### src/rtl/snake_pkg.sv
// Shared snake-game definitions: grid geometry, coordinate widths and the
// food placer state encoding.
`default_nettype none

package snake_pkg;

   localparam int GRID_W = 40;
   localparam int GRID_H = 30;
   localparam int X_W    = 6;
   localparam int Y_W    = 5;
   localparam int RND_W  = 12;

   typedef enum logic [2:0] {
      S_IDLE   = 3'd0,
      S_DRAW   = 3'd1,
      S_SAMPLE = 3'd2,
      S_QUERY  = 3'd3,
      S_WAIT   = 3'd4,
      S_SCAN_Q = 3'd5,
      S_SCAN_W = 3'd6
   } state_e;

endpackage

`default_nettype wire

### src/rtl/food_placer_if.sv
// Food placer bundle: request, random source, occupancy query and result.
// The master side is the placer itself; the slave side is the game logic.
`default_nettype none

interface food_placer_if;

   logic                         req;
   logic                         rnd_en;
   logic [snake_pkg::RND_W-1:0]  rnd_data;
   logic                         occ_rd;
   logic [snake_pkg::X_W-1:0]    occ_x;
   logic [snake_pkg::Y_W-1:0]    occ_y;
   logic                         occ_hit;
   logic [snake_pkg::X_W-1:0]    food_x;
   logic [snake_pkg::Y_W-1:0]    food_y;
   logic                         food_valid;
   logic                         busy;
   logic                         grid_full;

   modport master (
      input  req, rnd_data, occ_hit,
      output rnd_en, occ_rd, occ_x, occ_y, food_x, food_y, food_valid, busy, grid_full
   );

   modport slave (
      output req, rnd_data, occ_hit,
      input  rnd_en, occ_rd, occ_x, occ_y, food_x, food_y, food_valid, busy, grid_full
   );

endinterface

`default_nettype wire

### src/rtl/food_placer.sv
// Picks a free grid cell for the next food item: random draws from an
// external LFSR first, then a raster scan when the draws keep failing.
`default_nettype none

module food_placer #(
   parameter int GRID_W    = snake_pkg::GRID_W,
   parameter int GRID_H    = snake_pkg::GRID_H,
   parameter int MAX_TRIES = 16
) (
   input  wire logic      clk,
   input  wire logic      rst,
   food_placer_if.master  fp_if
);

   import snake_pkg::*;

   localparam int                TRY_W    = (MAX_TRIES > 1) ? $clog2(MAX_TRIES) : 1;
   localparam logic [TRY_W-1:0]  TRY_LAST = TRY_W'(MAX_TRIES - 1);
   localparam logic [X_W-1:0]    LAST_X   = X_W'(GRID_W - 1);
   localparam logic [Y_W-1:0]    LAST_Y   = Y_W'(GRID_H - 1);

   state_e            state_q;
   logic [TRY_W-1:0]  try_q;
   logic [X_W-1:0]    scan_x_q;
   logic [Y_W-1:0]    scan_y_q;
   logic              rnd_en_q;
   logic              occ_rd_q;
   logic [X_W-1:0]    occ_x_q;
   logic [Y_W-1:0]    occ_y_q;
   logic [X_W-1:0]    food_x_q;
   logic [Y_W-1:0]    food_y_q;
   logic              food_valid_q;
   logic              grid_full_q;
   logic              busy_q;

   logic [X_W-1:0]    w_cand_x;
   logic [Y_W-1:0]    w_cand_y;
   logic              w_cand_ok;
   logic              w_tries_done;
   logic              w_scan_last_x;
   logic              w_scan_last_y;
   logic [X_W-1:0]    w_scan_nx;
   logic [Y_W-1:0]    w_scan_ny;
   logic              w_unused_msb;

   // The LFSR MSB is deliberately not part of the candidate coordinate.
   assign w_cand_x      = fp_if.rnd_data[X_W-1:0];
   assign w_cand_y      = fp_if.rnd_data[X_W+Y_W-1:X_W];
   assign w_unused_msb  = fp_if.rnd_data[RND_W-1];
   assign w_cand_ok     = (w_cand_x <= LAST_X) && (w_cand_y <= LAST_Y);
   assign w_tries_done  = (try_q == TRY_LAST);

   assign w_scan_last_x = (scan_x_q == LAST_X);
   assign w_scan_last_y = (scan_y_q == LAST_Y);
   assign w_scan_nx     = w_scan_last_x ? '0 : scan_x_q + X_W'(1);
   assign w_scan_ny     = w_scan_last_x ? scan_y_q + Y_W'(1) : scan_y_q;

   always_ff @(posedge clk or negedge rst) begin
      if (!rst) begin
         state_q      <= S_IDLE;
         try_q        <= '0;
         scan_x_q     <= '0;
         scan_y_q     <= '0;
         rnd_en_q     <= 1'b0;
         occ_rd_q     <= 1'b0;
         occ_x_q      <= '0;
         occ_y_q      <= '0;
         food_x_q     <= '0;
         food_y_q     <= '0;
         food_valid_q <= 1'b0;
         grid_full_q  <= 1'b0;
         busy_q       <= 1'b0;
      end else begin
         // Strobes are raised on entry to DRAW/QUERY/SCAN_Q so they line up
         // with the state that owns them and never overlap.
         rnd_en_q <= 1'b0;
         occ_rd_q <= 1'b0;
         case (state_q)
            S_IDLE: begin
               if (fp_if.req) begin
                  state_q      <= S_DRAW;
                  rnd_en_q     <= 1'b1;
                  busy_q       <= 1'b1;
                  food_valid_q <= 1'b0;
                  grid_full_q  <= 1'b0;
                  try_q        <= '0;
               end
            end
            S_DRAW: begin
               state_q <= S_SAMPLE;
            end
            S_SAMPLE: begin
               if (w_cand_ok) begin
                  state_q  <= S_QUERY;
                  occ_rd_q <= 1'b1;
                  occ_x_q  <= w_cand_x;
                  occ_y_q  <= w_cand_y;
               end else if (w_tries_done) begin
                  state_q  <= S_SCAN_Q;
                  occ_rd_q <= 1'b1;
                  occ_x_q  <= '0;
                  occ_y_q  <= '0;
                  scan_x_q <= '0;
                  scan_y_q <= '0;
               end else begin
                  state_q  <= S_DRAW;
                  rnd_en_q <= 1'b1;
                  try_q    <= try_q + TRY_W'(1);
               end
            end
            S_QUERY: begin
               state_q <= S_WAIT;
            end
            S_WAIT: begin
               if (!fp_if.occ_hit) begin
                  state_q      <= S_IDLE;
                  busy_q       <= 1'b0;
                  food_x_q     <= occ_x_q;
                  food_y_q     <= occ_y_q;
                  food_valid_q <= 1'b1;
               end else if (w_tries_done) begin
                  state_q  <= S_SCAN_Q;
                  occ_rd_q <= 1'b1;
                  occ_x_q  <= '0;
                  occ_y_q  <= '0;
                  scan_x_q <= '0;
                  scan_y_q <= '0;
               end else begin
                  state_q  <= S_DRAW;
                  rnd_en_q <= 1'b1;
                  try_q    <= try_q + TRY_W'(1);
               end
            end
            S_SCAN_Q: begin
               state_q <= S_SCAN_W;
            end
            S_SCAN_W: begin
               if (!fp_if.occ_hit) begin
                  state_q      <= S_IDLE;
                  busy_q       <= 1'b0;
                  food_x_q     <= scan_x_q;
                  food_y_q     <= scan_y_q;
                  food_valid_q <= 1'b1;
               end else if (w_scan_last_x && w_scan_last_y) begin
                  state_q     <= S_IDLE;
                  busy_q      <= 1'b0;
                  grid_full_q <= 1'b1;
               end else begin
                  state_q  <= S_SCAN_Q;
                  occ_rd_q <= 1'b1;
                  scan_x_q <= w_scan_nx;
                  scan_y_q <= w_scan_ny;
                  occ_x_q  <= w_scan_nx;
                  occ_y_q  <= w_scan_ny;
               end
            end
            default: begin
               state_q <= S_IDLE;
               busy_q  <= 1'b0;
            end
         endcase
      end
   end

   assign fp_if.rnd_en     = rnd_en_q;
   assign fp_if.occ_rd     = occ_rd_q;
   assign fp_if.occ_x      = occ_x_q;
   assign fp_if.occ_y      = occ_y_q;
   assign fp_if.food_x     = food_x_q;
   assign fp_if.food_y     = food_y_q;
   assign fp_if.food_valid = food_valid_q;
   assign fp_if.grid_full  = grid_full_q;
   assign fp_if.busy       = busy_q;

endmodule

`default_nettype wire

### src/flat_wrapper.sv
// flat-port wrapper written by rule: the top's interface ports become plain ports
module food_placer_flat import snake_pkg::*;
#(
   parameter int GRID_W    = snake_pkg::GRID_W,
   parameter int GRID_H    = snake_pkg::GRID_H,
   parameter int MAX_TRIES = 16
)
  (clk, rst, fp_if_req, fp_if_rnd_data, fp_if_occ_hit, fp_if_rnd_en, fp_if_occ_rd, fp_if_occ_x, fp_if_occ_y, fp_if_food_x, fp_if_food_y, fp_if_food_valid, fp_if_busy, fp_if_grid_full);
  food_placer_if fp_if_i ();
  input  wire logic clk;
  input  wire logic rst;
  input wire logic [$bits(fp_if_i.req)-1:0] fp_if_req;
  input wire logic [$bits(fp_if_i.rnd_data)-1:0] fp_if_rnd_data;
  input wire logic [$bits(fp_if_i.occ_hit)-1:0] fp_if_occ_hit;
  output wire logic [$bits(fp_if_i.rnd_en)-1:0] fp_if_rnd_en;
  output wire logic [$bits(fp_if_i.occ_rd)-1:0] fp_if_occ_rd;
  output wire logic [$bits(fp_if_i.occ_x)-1:0] fp_if_occ_x;
  output wire logic [$bits(fp_if_i.occ_y)-1:0] fp_if_occ_y;
  output wire logic [$bits(fp_if_i.food_x)-1:0] fp_if_food_x;
  output wire logic [$bits(fp_if_i.food_y)-1:0] fp_if_food_y;
  output wire logic [$bits(fp_if_i.food_valid)-1:0] fp_if_food_valid;
  output wire logic [$bits(fp_if_i.busy)-1:0] fp_if_busy;
  output wire logic [$bits(fp_if_i.grid_full)-1:0] fp_if_grid_full;
  assign fp_if_i.req = fp_if_req;
  assign fp_if_i.rnd_data = fp_if_rnd_data;
  assign fp_if_i.occ_hit = fp_if_occ_hit;
  assign fp_if_rnd_en = fp_if_i.rnd_en;
  assign fp_if_occ_rd = fp_if_i.occ_rd;
  assign fp_if_occ_x = fp_if_i.occ_x;
  assign fp_if_occ_y = fp_if_i.occ_y;
  assign fp_if_food_x = fp_if_i.food_x;
  assign fp_if_food_y = fp_if_i.food_y;
  assign fp_if_food_valid = fp_if_i.food_valid;
  assign fp_if_busy = fp_if_i.busy;
  assign fp_if_grid_full = fp_if_i.grid_full;
  food_placer #(.GRID_W(GRID_W), .GRID_H(GRID_H), .MAX_TRIES(MAX_TRIES)) u_core (.clk(clk), .rst(rst), .fp_if(fp_if_i));
endmodule
### config.mk
export PLATFORM = sky130hd
export DESIGN_NAME = food_placer_flat
export DESIGN_NICKNAME = d
export VERILOG_FILES = /design/src/rtl/snake_pkg.sv /design/src/rtl/food_placer_if.sv /design/src/rtl/food_placer.sv /design/src/flat_wrapper.sv
export SDC_FILE = /design/constraint.sdc
export NUM_CORES = 1
export LEC_CHECK = 0
export ABC_AREA = 0
export BUFFER_PORTS_ARGS = -buffer_cell sky130_fd_sc_hd__buf_4
export CAP_MARGIN = 5
export CELL_PAD_IN_SITES_DETAIL_PLACEMENT = 1
export CELL_PAD_IN_SITES_GLOBAL_PLACEMENT = 1
export CORE_MARGIN = 8
export CORE_UTILIZATION = 43
export DETAILED_ROUTE_END_ITERATION = 8
export GPL_TIMING_DRIVEN = 0
export PLACE_DENSITY_LB_ADDON = 0.1
export SETUP_SLACK_MARGIN = 0.2
export SLEW_MARGIN = 10
export SYNTH_ARGS = -nofsm -noshare
export SYNTH_HDL_FRONTEND = slang
export SYNTH_SLANG_ARGS = --single-unit
### constraint.sdc
create_clock -name clk -period 3.45 [get_ports clk]
set_clock_uncertainty 0.2 [all_clocks]
set_input_delay 0.345 -clock clk [delete_from_list [all_inputs] [get_ports clk]]
set_output_delay 0.345 -clock clk [all_outputs]
set_load 0.05 [all_outputs]
==> results of run 1 <==
[per-stage QoR]
step           cells  cell area [sq um]  worst slack (ns)  hold slack, ns
4_1_cts          355               2910             0.725           0.121
3_3_place_gp     346               2780             0.765           0.187
6_report         355               2910             0.732           0.122
3_5_place_dp     346               2780             0.750           0.187
5_1_grt          355               2910             0.653           0.146
2_1_floorplan    233               2380              1.03          -0.151
[cell type report]
class / instances / area (sq um)
Multi-Input combinational cell: 167 / 1160
Fill cell: 632 / 2530
Tap cell: 72 / 90.1
Clock inverter: 2 / 37.5
Inverter: 11 / 41.3
Clock buffer: 6 / 82.6
Timing Repair Buffer: 42 / 318
Buffer: 10 / 52.6
Sequential cell: 45 / 1130
[critical path, cell delays in order, from the launching register on]
cell,delay (ns)
dfrtp_1,0.44
ha_1,0.28
nand4_1,0.22
nor4_4,0.10
a221o_4,0.50
a221oi_2,0.32
buf_6,0.24
mux2_4,0.31
[kinds of logic after synthesis]
logic type               share of synthesized area (%)
flip-flops                                        47.2
adder cells (fa/ha/maj)                           2.10
multiplexers                                      10.8
AND/OR/NAND/NOR                                   15.0
buffers and inverters                             3.93
XOR/XNOR                                          2.94
AO/OA/AOI/OAI                                     18.1
[state kept, by name (all words and copies together), names as in the netlist, 3 cells and up]
register,flops
u_core.fp_if.food_x,6
u_core.fp_if.food_y,5
u_core.fp_if.occ_x,6
u_core.fp_if.occ_y,5
u_core.scan_x_q,6
u_core.scan_y_q,5
u_core.state_q,3
u_core.try_q,4
[routing by layer]
layer / track usage (%) / vias to the layer above / wire [microns]
met5: 0 / - / 0
met4: 3.74 / 0 / 48
met3: 3.49 / 5 / 335
met2: 24.4 / 42 / 2850
met1: 21.9 / 948 / 3090
li1: - / 937 / -
[worst min-delay path by stage]
stage                           start               endpoint  cells after the start  slack, ns
finish              fp_if_rnd_data[0]  u_core.fp_if.occ_x[0]                      3       0.12
global route        fp_if_rnd_data[1]  u_core.fp_if.occ_x[1]                      3       0.15
CTS                 fp_if_rnd_data[1]  u_core.fp_if.occ_x[1]                      3       0.12
detailed placement                rst      u_core.fp_if.busy                      1       0.19
global placement                  rst      u_core.fp_if.busy                      1       0.19
floorplan                         rst      u_core.fp_if.busy                      0      -0.15
[cells in the final DEF, fill, tap and decap left out, types with 6 or more instances in the layout]
master,n
clkbuf_1,7
nor3_1,7
clkbuf_8,6
dfrtp_1,45
mux2i_1,11
inv_1,11
o2bb2ai_1,8
nor2_1,30
mux2_4,9
buf_4,41
a21oi_1,21
nand3_1,6
nand2_1,14
[power breakdown]
group          leakage (nW)  switching [W]  internal [W]
Combinational         0.683       0.000932      0.000427
Sequential            0.576       0.000121      0.000697
Clock                0.0574       0.000182      0.000236
==> results.txt, run 1 <==
* Result of the run: complete, no violations
- Resize count post-CTS: 0
* I/O pin cnt: 43
- Reg2reg setup slack: ~0.73 ns
- The first global-routing pass estimated between 10000 and 15000 microns of wire.
* Total overflow reported by the global router: 0
- Distinct cell type count of the synthesized netlist: 48
* Mapped Area: between 0.002 and 0.0025 sq mm
- The startpoint identified for the worst register-to-register timing path is u_core.scan_x_q[0].
- For this configuration, the core starts out at a cell density of 43.8%.
- Number of DRC violations after detailed routing: 0
* Startpoint kind of the worst setup timing path: flop
- The routed design could run at a clock period as short as between 2 and 3 ns.
- Mean cell area of the mapped netlist: a little over 10 sq um
* CTS buffer count: 5
- Final count of negative-setup-slack endpoints: 0
* CP Capture Point: u_core.scan_x_q[2]
* Kind of critical path: flop to flop
- The endpoint identified for the worst register-to-register timing path is u_core.scan_x_q[2].
- At the worst endpoint, the required time is approximately 3.4 ns.
- The count of nets left with antenna violations once routing finished came out at 0.
- Number of buffers inserted for hold repair after clock tree synthesis: 1
- Final-report max-slew violation count: 0
- The clock net in this run drives a total of between 40 and 50 sinks.
* Top post-synthesis cells by area: dfrtp_1, mux2_4, nor2_1
- The number of global-route vias before repair is 2065.
- The number of nets in the synthesized netlist is around 250.
- Yosys instantiated no cell more often than dfrtp_1.
- Largest fanout on the critical path: 10
- The floorplan step set the die width to around 90 microns.
* Max capacitance violation total: 0
- TritonCTS built the clock tree.
- Standard-cell rows: 27
* Ratio of final minimum period to clock period: 78.8%
- Placeable core region: 0.00544 sq mm
- Of the synthesized area, sequential elements account for 47.2%.
* Number of buffers added on ports: 41
- Data on the critical path arrives at its endpoint at roughly 2.7 ns.
* Endpoint class of the critical path: flop
- Total negative slack for setup checks: 0 ns
- For this design the ratio of total power to cell area is about 890 mW/mm^2.
- The routed layout has ~1900 vias.
* Number of flops mapped to enable cells by yosys: 0
- The congestion estimate from routability-driven global placement came to 0.812.
- The final layout contains routed wiring with a total length of 6320 microns.
- Worst-case reg-to-reg path depth: 7
* Synth async-reset ratio: 100%
- Total of flip-flops plus latches after synthesis: 45
- The area growth from synthesis to layout is 22.1%.
- Cells after synthesis: 233
- Counting instances in the post-synthesis netlist gives the leading cell types as dfrtp_1, nor2_1, a21oi_1.
* Cell taking the most area after synthesis: dfrtp_1
- Peak supply drop: 385 uV
- Clock buffer depth: 2
* Unrepaired setup endpoints after global routing: no
* Overall power of the completed layout: ~0.0026 W
- At the pin with the least slew margin, the transition time is roughly 0.93 ns.
* Half-perimeter wire length after placement: roughly 4800 microns
- Dividing the detail-routed wire length by the instance count gives about 18 microns.
- The most critical setup path has its startpoint at u_core.scan_x_q[0].
* Clock tree root driver cell: clkbuf_8
- Core utilization of the finished layout: a little over half
- For the worst-skew pair, the clock arrives at the later sink with an insertion delay of between 0.2 and 0.3 ns.
- Static timing analysis puts the maximum clock frequency at about 0.37 GHz.
- First-iteration detailed-routing DRC count: around 70
- Number of nets in the layout: 302
* Commonest register cell after synthesis: dfrtp_1
* Number of post-CTS setup repair buffers: 0
- Die H: ~90 microns
- Maximum number of pins on one net before global-route repair: 46
- The die covers 0.00818 sq mm.
- TritonRoute pass-1 iters: 4
- The initial antenna violation count is 0.
- Global routing used 15.8% of the available tracks across all layers.
* Worst min-delay path category: input port to flop
* Static leakage: around 1.3 nW
- The synthesized design devotes to its leading area cell type 47.2% of total area.
- Clock-pin slew was measured on the worst setup and hold paths at 0.09 ns.
* Via/cell ratio: about 5.4
- Cells with a size suffix above 1 make up approximately a quarter of the layout.
* Number of inserted diodes: 0
- The H-tree was split into 2 levels.
- Normalized max-slew margin: 37.8%
* Hold Fails Final Rpt: 0
- Synthesis warning total: 0
No activity file was read; power rests on OpenSTA's default activity.
==> run 2: changes to the inputs <==
--- a/config.mk
+++ b/config.mk
@@ -11,7 +11,7 @@
 export CELL_PAD_IN_SITES_DETAIL_PLACEMENT = 1
 export CELL_PAD_IN_SITES_GLOBAL_PLACEMENT = 1
 export CORE_MARGIN = 8
-export CORE_UTILIZATION = 43
+export CORE_UTILIZATION = 39
 export DETAILED_ROUTE_END_ITERATION = 8
 export GPL_TIMING_DRIVEN = 0
 export PLACE_DENSITY_LB_ADDON = 0.1
==> constraint.sdc (replaced) <==
create_clock -name clk -period 2.3 [get_ports clk]
set_clock_uncertainty 0.2 [all_clocks]
set_input_delay 0.23 -clock clk [delete_from_list [all_inputs] [get_ports clk]]
set_output_delay 0.23 -clock clk [all_outputs]
set_load 0.05 [all_outputs]
==> run 2 against run 1 <==
  * The flow now finishes with violations (negative setup slack)
  * First-iteration DRC count grew 7.4%
  * Utilization grew 0.46 points
  * Final cell count grew 6.5%
  * Largest cell class unchanged
==> results.txt, run 2 (synthesis results as in run 1) <==
- The setup TNS came to -0.465 ns (was 0 ns).
* Cell at the slowest stage of the critical path: a221o_4 (unchanged)
- The average via count per standard cell came to 5.49 (was 5.44).
- The remaining routing DRC violations came to 0 (unchanged).
- The number of clock sinks came to 45 (unchanged).
- The area growth from synthesis to layout came to 34.1% (was 22.1%).
- The die extent in x is 94.2 microns (was 90.5 microns).
- Data required, critical path: 2.29 ns (was 3.43 ns)
* Post-detailed-placement cell area: 0.00280 sq mm (was 0.00278 sq mm)
- CP arrival: 2.34 ns (was 2.70 ns)
- The number of nets in the finished design was 324 (was 302).
- Ordered cell list for the critical path: ha_2 -> nand4_1 -> nor4_4 -> a221o_4 -> a221oi_4 -> buf_6 -> mux2_4 (was ha_1 -> nand4_1 -> nor4_4 -> a221o_4 -> a221oi_2 -> buf_6 -> mux2_4)
* Clock buffer depth: 2 (unchanged)
* TritonCTS clock tree: done (unchanged)
- Standard-cell rows: 28 (was 27)
- Final-report max-slew violation count: 0 (unchanged)
* Total die area: 0.00887 sq mm (was 0.00818 sq mm)
- Hold Fails Final Rpt: 0 (unchanged)
* Time the worst path needs with I/O delays and setup: 2.35 ns (was 2.72 ns)
- The detailed router's first-iteration violation count is 73 (was 68).
* Count of placed standard cells in the final layout, fillers left out: 378 (was 355)
- The clock edge transition at the registers on the reported setup and hold paths is 0.08 ns (was 0.09 ns).
* Routability congestion estimate: 0.831 (was 0.812)
- The number of buffer and inverter instances along the worst setup path is 1 (unchanged).
- Total overflow reported by the global router: 0 (unchanged)
* Kind of critical path: flop to flop (unchanged)
- The maximum number of pins on one net before global-route repair came to 46 (unchanged).
* Commonest cells after routing, fill and taps aside: buf_4, dfrtp_1, nor2_1, a21oi_1, nand2_1 (was dfrtp_1, buf_4, nor2_1, a21oi_1, nand2_1)
* Placeable core region: 0.00592 sq mm (was 0.00544 sq mm)
- Initial core utilization: 40.3% (was 43.8%)
* Finished layout cell area: 0.00320 sq mm (was 0.00291 sq mm)
- Number of inserted diodes: 0 (unchanged)
- The category of the worst setup path launch point was a flop (unchanged).
- The root cell of the clock tree is clkbuf_8 (unchanged).
* Clock latency on the worst-skew pair: 0.30 ns (was 0.29 ns)
- The number of search-and-repair iterations in the first detailed-routing pass came to 5 (was 4).
- The HPWL after detailed placement was 4870 microns (was 4760 microns).
* Total detailed-routing wirelength: 7370 microns (was 6320 microns)
* Violated checks: negative setup slack
* Max capacitance violation total: 0 (unchanged)
- Fraction of layout cells with a size suffix above 1: 37.6% (was 23.7%)
* Number of buffers added on ports: 41 (unchanged)
* Worst min-delay path category: input port to flop (unchanged)
* Slew at the pin with the worst max-slew slack: 0.823 ns (was 0.933 ns)
* Wire length of the first global-routing pass: 12100 microns (was 10700 microns)
- Result of the run: complete, but fails checks (was complete, no violations).
* Unrepaired setup endpoints after global routing: yes (was no)
* Count of vias placed by the detailed router: 2076 (was 1932)
- Highest clock rate: 0.425 GHz (was 0.368 GHz)
* Final count of negative-setup-slack endpoints: 12 (was 0)
* Peak supply drop: 686 uV (was 385 uV)
- Die H: 94.2 microns (was 90.5 microns)
* Largest fanout on the critical path: 5 (was 10)
- The number of levels in the clock H-tree came to 2 (unchanged).
- I/O pin cnt: 43 (unchanged)
- The number of inserted filler cells in the final layout came to 676 (was 632).
* Static leakage: 1.45 nW (was 1.32 nW)
* Overall routing resource usage: 17.7% (was 15.8%)
- CTS buffer count: 5 (unchanged)
- The share of the clock period used by the worst path is 102% (was 78.8%).
- The power density normalized to cell area was 1230 mW/mm^2 (was 891 mW/mm^2).
- The longest individual stage delay on the worst path came to 0.40 ns (was 0.50 ns).
- Vias in the first global route: 2275 (was 2065)
* Worst Hold Margin: 0.00973 ns (was 0.122 ns)
- Final routed wire length divided by cell count: 19.5 microns (was 17.8 microns)
- Endpoint class of the critical path: flop (unchanged)
- Worst-case setup margin in the final layout: -0.0527 ns (was 0.732 ns)
- Post-Place Cells: 349 (was 346)
- Post-DRT Antenna Nets: 0 (unchanged)
- The most common cell after layout, fill and taps aside was buf_4 (was dfrtp_1).
- Normalized max-slew margin: 45.1% (was 37.8%)
* Largest delay share family, worst path: compound AO/OA/AOI/OAI gates (unchanged)
- The initial antenna violation count is 0 (unchanged).
-- run 2: per-stage QoR --
step / total power (W) / utilization, % / setup slack (ns)
5_1_grt: 0.00415 / 54.0 / -0.102
2_1_floorplan: 0.00265 / - / 0.0123
3_3_place_gp: 0.00326 / 47.3 / -0.241
4_1_cts: 0.00393 / 53.4 / -0.0903
6_report: 0.00393 / 54.0 / -0.0527
3_5_place_dp: 0.00330 / 47.3 / -0.269
-- run 2: layout make-up --
| class | count | area [sq um] | area share, % |
|---|---|---|---|
| Multi-Input combinational cell | 167 | 1280 | 40.1 |
| Sequential cell | 45 | 1130 | 35.3 |
| Timing Repair Buffer | 64 | 515 | 16.1 |
| Tap cell | 75 | 93.8 | 2.93 |
| Clock buffer | 5 | 68.8 | 2.15 |
| Buffer | 10 | 61.3 | 1.92 |
| Inverter | 11 | 41.3 | 1.29 |
| Clock inverter | 1 | 5.00 | 0.156 |
-- run 2: layer usage --
layer | GRT usage (%) | share of wire (%)
met3 | 3.68 | 5.2
met4 | 6.47 | 2.1
met2 | 28.7 | 47
met5 | 0 | 0
met1 | 22.6 | 45
-- run 2: tightest hold or removal path, cell delays in order --
cell	delay (ns)
buf_4	0.08
a21oi_1	0.06
o2bb2ai_2	0.11
-- run 2: where the power goes --
group	total (W)	switching (W)	internal, W
registers	0.00124	0.000192	0.00105
clock network	0.000473	0.000272	0.000201
logic	0.00222	0.00147	0.000753
total	0.00393	0.00193	0.00200
-- run 2: what timing repair did --
action	in CTS	in global routing
gates resized for setup	31	9
hold endpoints to repair	47	0
setup endpoints to repair	39	36
pin swaps	11	6
hold buffers	3	0
setup buffers	16	3
gates cloned	1	0
-- run 2: path summary, 6_finish.rpt --
check | from | to | slack (ns) | depth (start not counted)
worst max-delay path | u_core.scan_x_q[1] | u_core.scan_x_q[1] | -0.05 | 7
worst min-delay path | fp_if_rnd_data[1] | u_core.fp_if.occ_x[1] | 0.01 | 3
worst max register to register | u_core.scan_x_q[1] | u_core.scan_x_q[1] | -0.05 | 7
worst min register to register | u_core.fp_if.grid_full | u_core.fp_if.grid_full | 0.32 | 2
max in group asynchronous | rst | u_core.scan_x_q[3] | 1.19 | 2
min in group asynchronous | rst | u_core.try_q[1] | 0.28 | 2
==> run 3: changes to the inputs <==
--- a/config.mk
+++ b/config.mk
@@ -13,7 +13,6 @@
 export CORE_MARGIN = 8
 export CORE_UTILIZATION = 39
 export DETAILED_ROUTE_END_ITERATION = 8
-export GPL_TIMING_DRIVEN = 0
 export PLACE_DENSITY_LB_ADDON = 0.1
 export SETUP_SLACK_MARGIN = 0.2
 export SLEW_MARGIN = 10
==> run 3 against run 2 <==
  * The run now ends clean
  * Sequential power barely moved
  * Sequential share of layout area rose by 0.30 points
  * Total power fell by 1.9%
  * Clock power rose by 6.8%
  * Via count fell by 3.8%
  * Non-clock buffer count rose by 1
  * Critical path depth did not move
  * Final cell count rose by 0.53%
  * Largest cell class unchanged
==> results.txt, run 3 (synthesis results as in run 1) <==
- The total CTS buffers came to 5 (unchanged).
* Vias in the first global route: 2110 (was 2275)
- Met3 Routed Length: 270 microns (was 384 microns)
- Startpoint of the worst register-to-register path: u_core.scan_x_q[1] (unchanged)
* Reg2Reg Capture Point: u_core.scan_x_q[0] (was u_core.scan_x_q[1])
* Final count of negative-setup-slack endpoints: 0 (was 12)
- The clock latency on the worst-skew pair is 0.30 ns (about the same).
* Final routed wire length divided by cell count: 17.6 microns (was 19.5 microns)
* Final-report max-slew violation count: 0 (unchanged)
- The number of endpoints with negative hold slack in the final report came to 0 (unchanged).
* Number of H-tree levels: 2 (unchanged)
- Number of DRC violations after detailed routing: 0 (unchanged)
* Areal power density over the cells: 1220 mW/mm^2 (was 1230 mW/mm^2)
* Via/cell ratio: 5.26 (was 5.49)
* Standard-cell rows: 28 (unchanged)
- The most common cell after layout, fill and taps aside is buf_4 (unchanged).
- Largest delay share family, worst path: compound AO/OA/AOI/OAI gates (unchanged)
* Half-perimeter wire length after placement: 4990 microns (was 4870 microns)
- Number of buffers added on ports: 41 (unchanged)
- The timing startpoint of the critical path is u_core.scan_x_q[1] (unchanged).
* Ratio of final minimum period to clock period: 96.5% (was 102%)
* Top routing layer in use: met4 (unchanged)
- The type of the tightest min-delay check is input port to flop (unchanged).
- Commonest cells after routing, fill and taps aside: buf_4, dfrtp_1, nor2_1, a21oi_1, nand2_1 (unchanged).
- DRT met1 WL: 3200 microns (was 3340 microns)
- The clock tree from TritonCTS was done (unchanged).
* Highest clock rate: 0.451 GHz (was 0.425 GHz)
* Normalized max-slew margin: 61.3% (was 45.1%)
* Fill cell count: 686 (was 676)
- The die extent in x was 94.2 microns (unchanged).
- The number of buffer and inverter instances along the worst setup path came to 1 (unchanged).
- Number of nets in the layout: 325 (was 324)
- Worst path max stage delay: 0.40 ns (about the same)
* Data required, critical path: 2.29 ns (about the same)
- Worst Hold Margin: 0.00529 ns (was 0.00973 ns)
* Total overflow reported by the global router: 0 (unchanged)
* Maximum number of pins on one net before global-route repair: 46 (unchanged)
- Startpoint of the worst hold path: fp_if_rnd_data[1] (unchanged)
- Fraction of layout cells with a size suffix above 1: 34.4% (was 37.6%)
* Static leakage: 1.48 nW (was 1.45 nW)
- Cell at the slowest stage of the critical path: a221o_4 (unchanged)
* Largest fanout on the critical path: 11 (was 5)
- Peak supply drop: 784 uV (was 686 uV)
- Result of the run: complete, no violations (was complete, but fails checks)
* Clock buffer depth: 2 (unchanged)
- Max capacitance violation total: 0 (unchanged)
* Endpoint class of the critical path: flop (unchanged)
- Overall routing resource usage: 15.4% (was 17.7%)
- The number of I/O pins was 43 (unchanged).
- Synthesis-to-finish area growth: 32.5% (was 34.1%)
- Post-CTS clock slew at the launch and capture registers of the worst setup and hold paths: 0.08 ns (about the same)
* Post-DRT Antenna Nets: 0 (unchanged)
- The detailed router's first-iteration violation count is 73 (unchanged).
- The number of clock sinks came to 45 (unchanged).
* Placeable core region: 0.00592 sq mm (unchanged)
- Slew at the pin with the worst max-slew slack: 0.580 ns (was 0.823 ns)
- Unrepaired setup endpoints after global routing: yes (unchanged).
- The initial standard-cell utilization of the core is 40.3% (unchanged).
- The final period demand of the worst path was 2.22 ns (was 2.35 ns).
- The setup TNS was 0 ns (was -0.465 ns).
- The worst reg-to-reg setup slack is 0.08 ns (was -0.05 ns).
- Routability congestion estimate: 0.822 (was 0.831)
* CP Capture Point: u_core.scan_x_q[0] (was u_core.scan_x_q[1])
- Levels on crit path: 7 (unchanged)
- Kind of critical path: flop to flop (unchanged)
- Die H: 94.2 microns (unchanged)
- Total detailed-routing wirelength: 6670 microns (was 7370 microns)
* Worst-case reg-to-reg path depth: 7 (unchanged)
- The category of the worst setup path launch point is a flop (unchanged).
* Number of antenna violations at the first check in global routing: 0 (unchanged)
* Total die area: 0.00887 sq mm (unchanged)
- The count of antenna diodes in the layout is 0 (unchanged).
- CP arrival: 2.21 ns (was 2.34 ns)
- The via total after detailed routing was 1998 (was 2076).
* Met2 WL post-DR: 3130 microns (was 3500 microns)
* Ordered cell list for the critical path: ha_2 -> nand4_1 -> nor4_4 -> a221o_4 -> a221oi_4 -> buf_12 -> mux2_4 (was ha_2 -> nand4_1 -> nor4_4 -> a221o_4 -> a221oi_4 -> buf_6 -> mux2_4)
- The number of search-and-repair iterations in the first detailed-routing pass was 4 (was 5).
- Wire length of the first global-routing pass: 10700 microns (was 12100 microns)
- The root cell of the clock tree was clkbuf_8 (unchanged).
run 3: where the power goes:
group	internal (W)	switching [W]	total, W
Combinational	0.000734	0.00137	0.00211
Clock	0.000239	0.000266	0.000505
Sequential	0.00105	0.000203	0.00125
Total	0.00202	0.00184	0.00386
run 3: through the flow:
step	area [sq um]	utilization [%]	total power, W	setup WS (ns)	std cells
6_report	3160	53.4	0.00386	0.0805	380
5_1_grt	3160	53.4	0.00409	0.00641	380
4_1_cts	3100	52.4	0.00390	0.0333	378
3_5_place_dp	2990	50.4	0.00338	0.0455	369
3_3_place_gp	2990	50.4	0.00335	0.0564	369
2_1_floorplan	2400	-	0.00265	0.0123	233
run 3: timing repair:
action / CTS / global route
hold endpoints to repair: 45 / 0
setup buffers: 1 / 2
pin swaps: 1 / 4
hold buffers: 1 / 0
resized for setup: 3 / 9
setup endpoints to repair: 12 / 20
run 3: area by class of cell:
| cell class | count | area (sq um) | share of cell area, % |
|---|---|---|---|
| tap | 75 | 93.8 | 2.97 |
| inverter | 11 | 41.3 | 1.31 |
| multi-input combinational | 167 | 1230 | 38.8 |
| timing repair buffer | 75 | 586 | 18.5 |
| sequential | 45 | 1130 | 35.6 |
| clock buffer | 7 | 86.3 | 2.73 |
run 3: worst min path at each step:
stage	to	cells after the start
floorplan	u_core.fp_if.busy	0
global placement	u_core.fp_if.rnd_en	1
detailed placement	u_core.fp_if.rnd_en	1
CTS	u_core.fp_if.occ_x[1]	3
global route	u_core.fp_if.occ_x[0]	3
finish	u_core.fp_if.occ_x[1]	3
run 3: worst min-delay path, cell delays in order:
cell and delay, ns:
buf_4 0.08, a21oi_1 0.05, o2bb2ai_1 0.12
run 3: metal layers:
metal  up-vias  global-route usage (%)
met2        34                    24.0
met4         0                    4.36
li1        983                       -
met5         -                       0
met3         7                    3.76
met1       974                    20.5
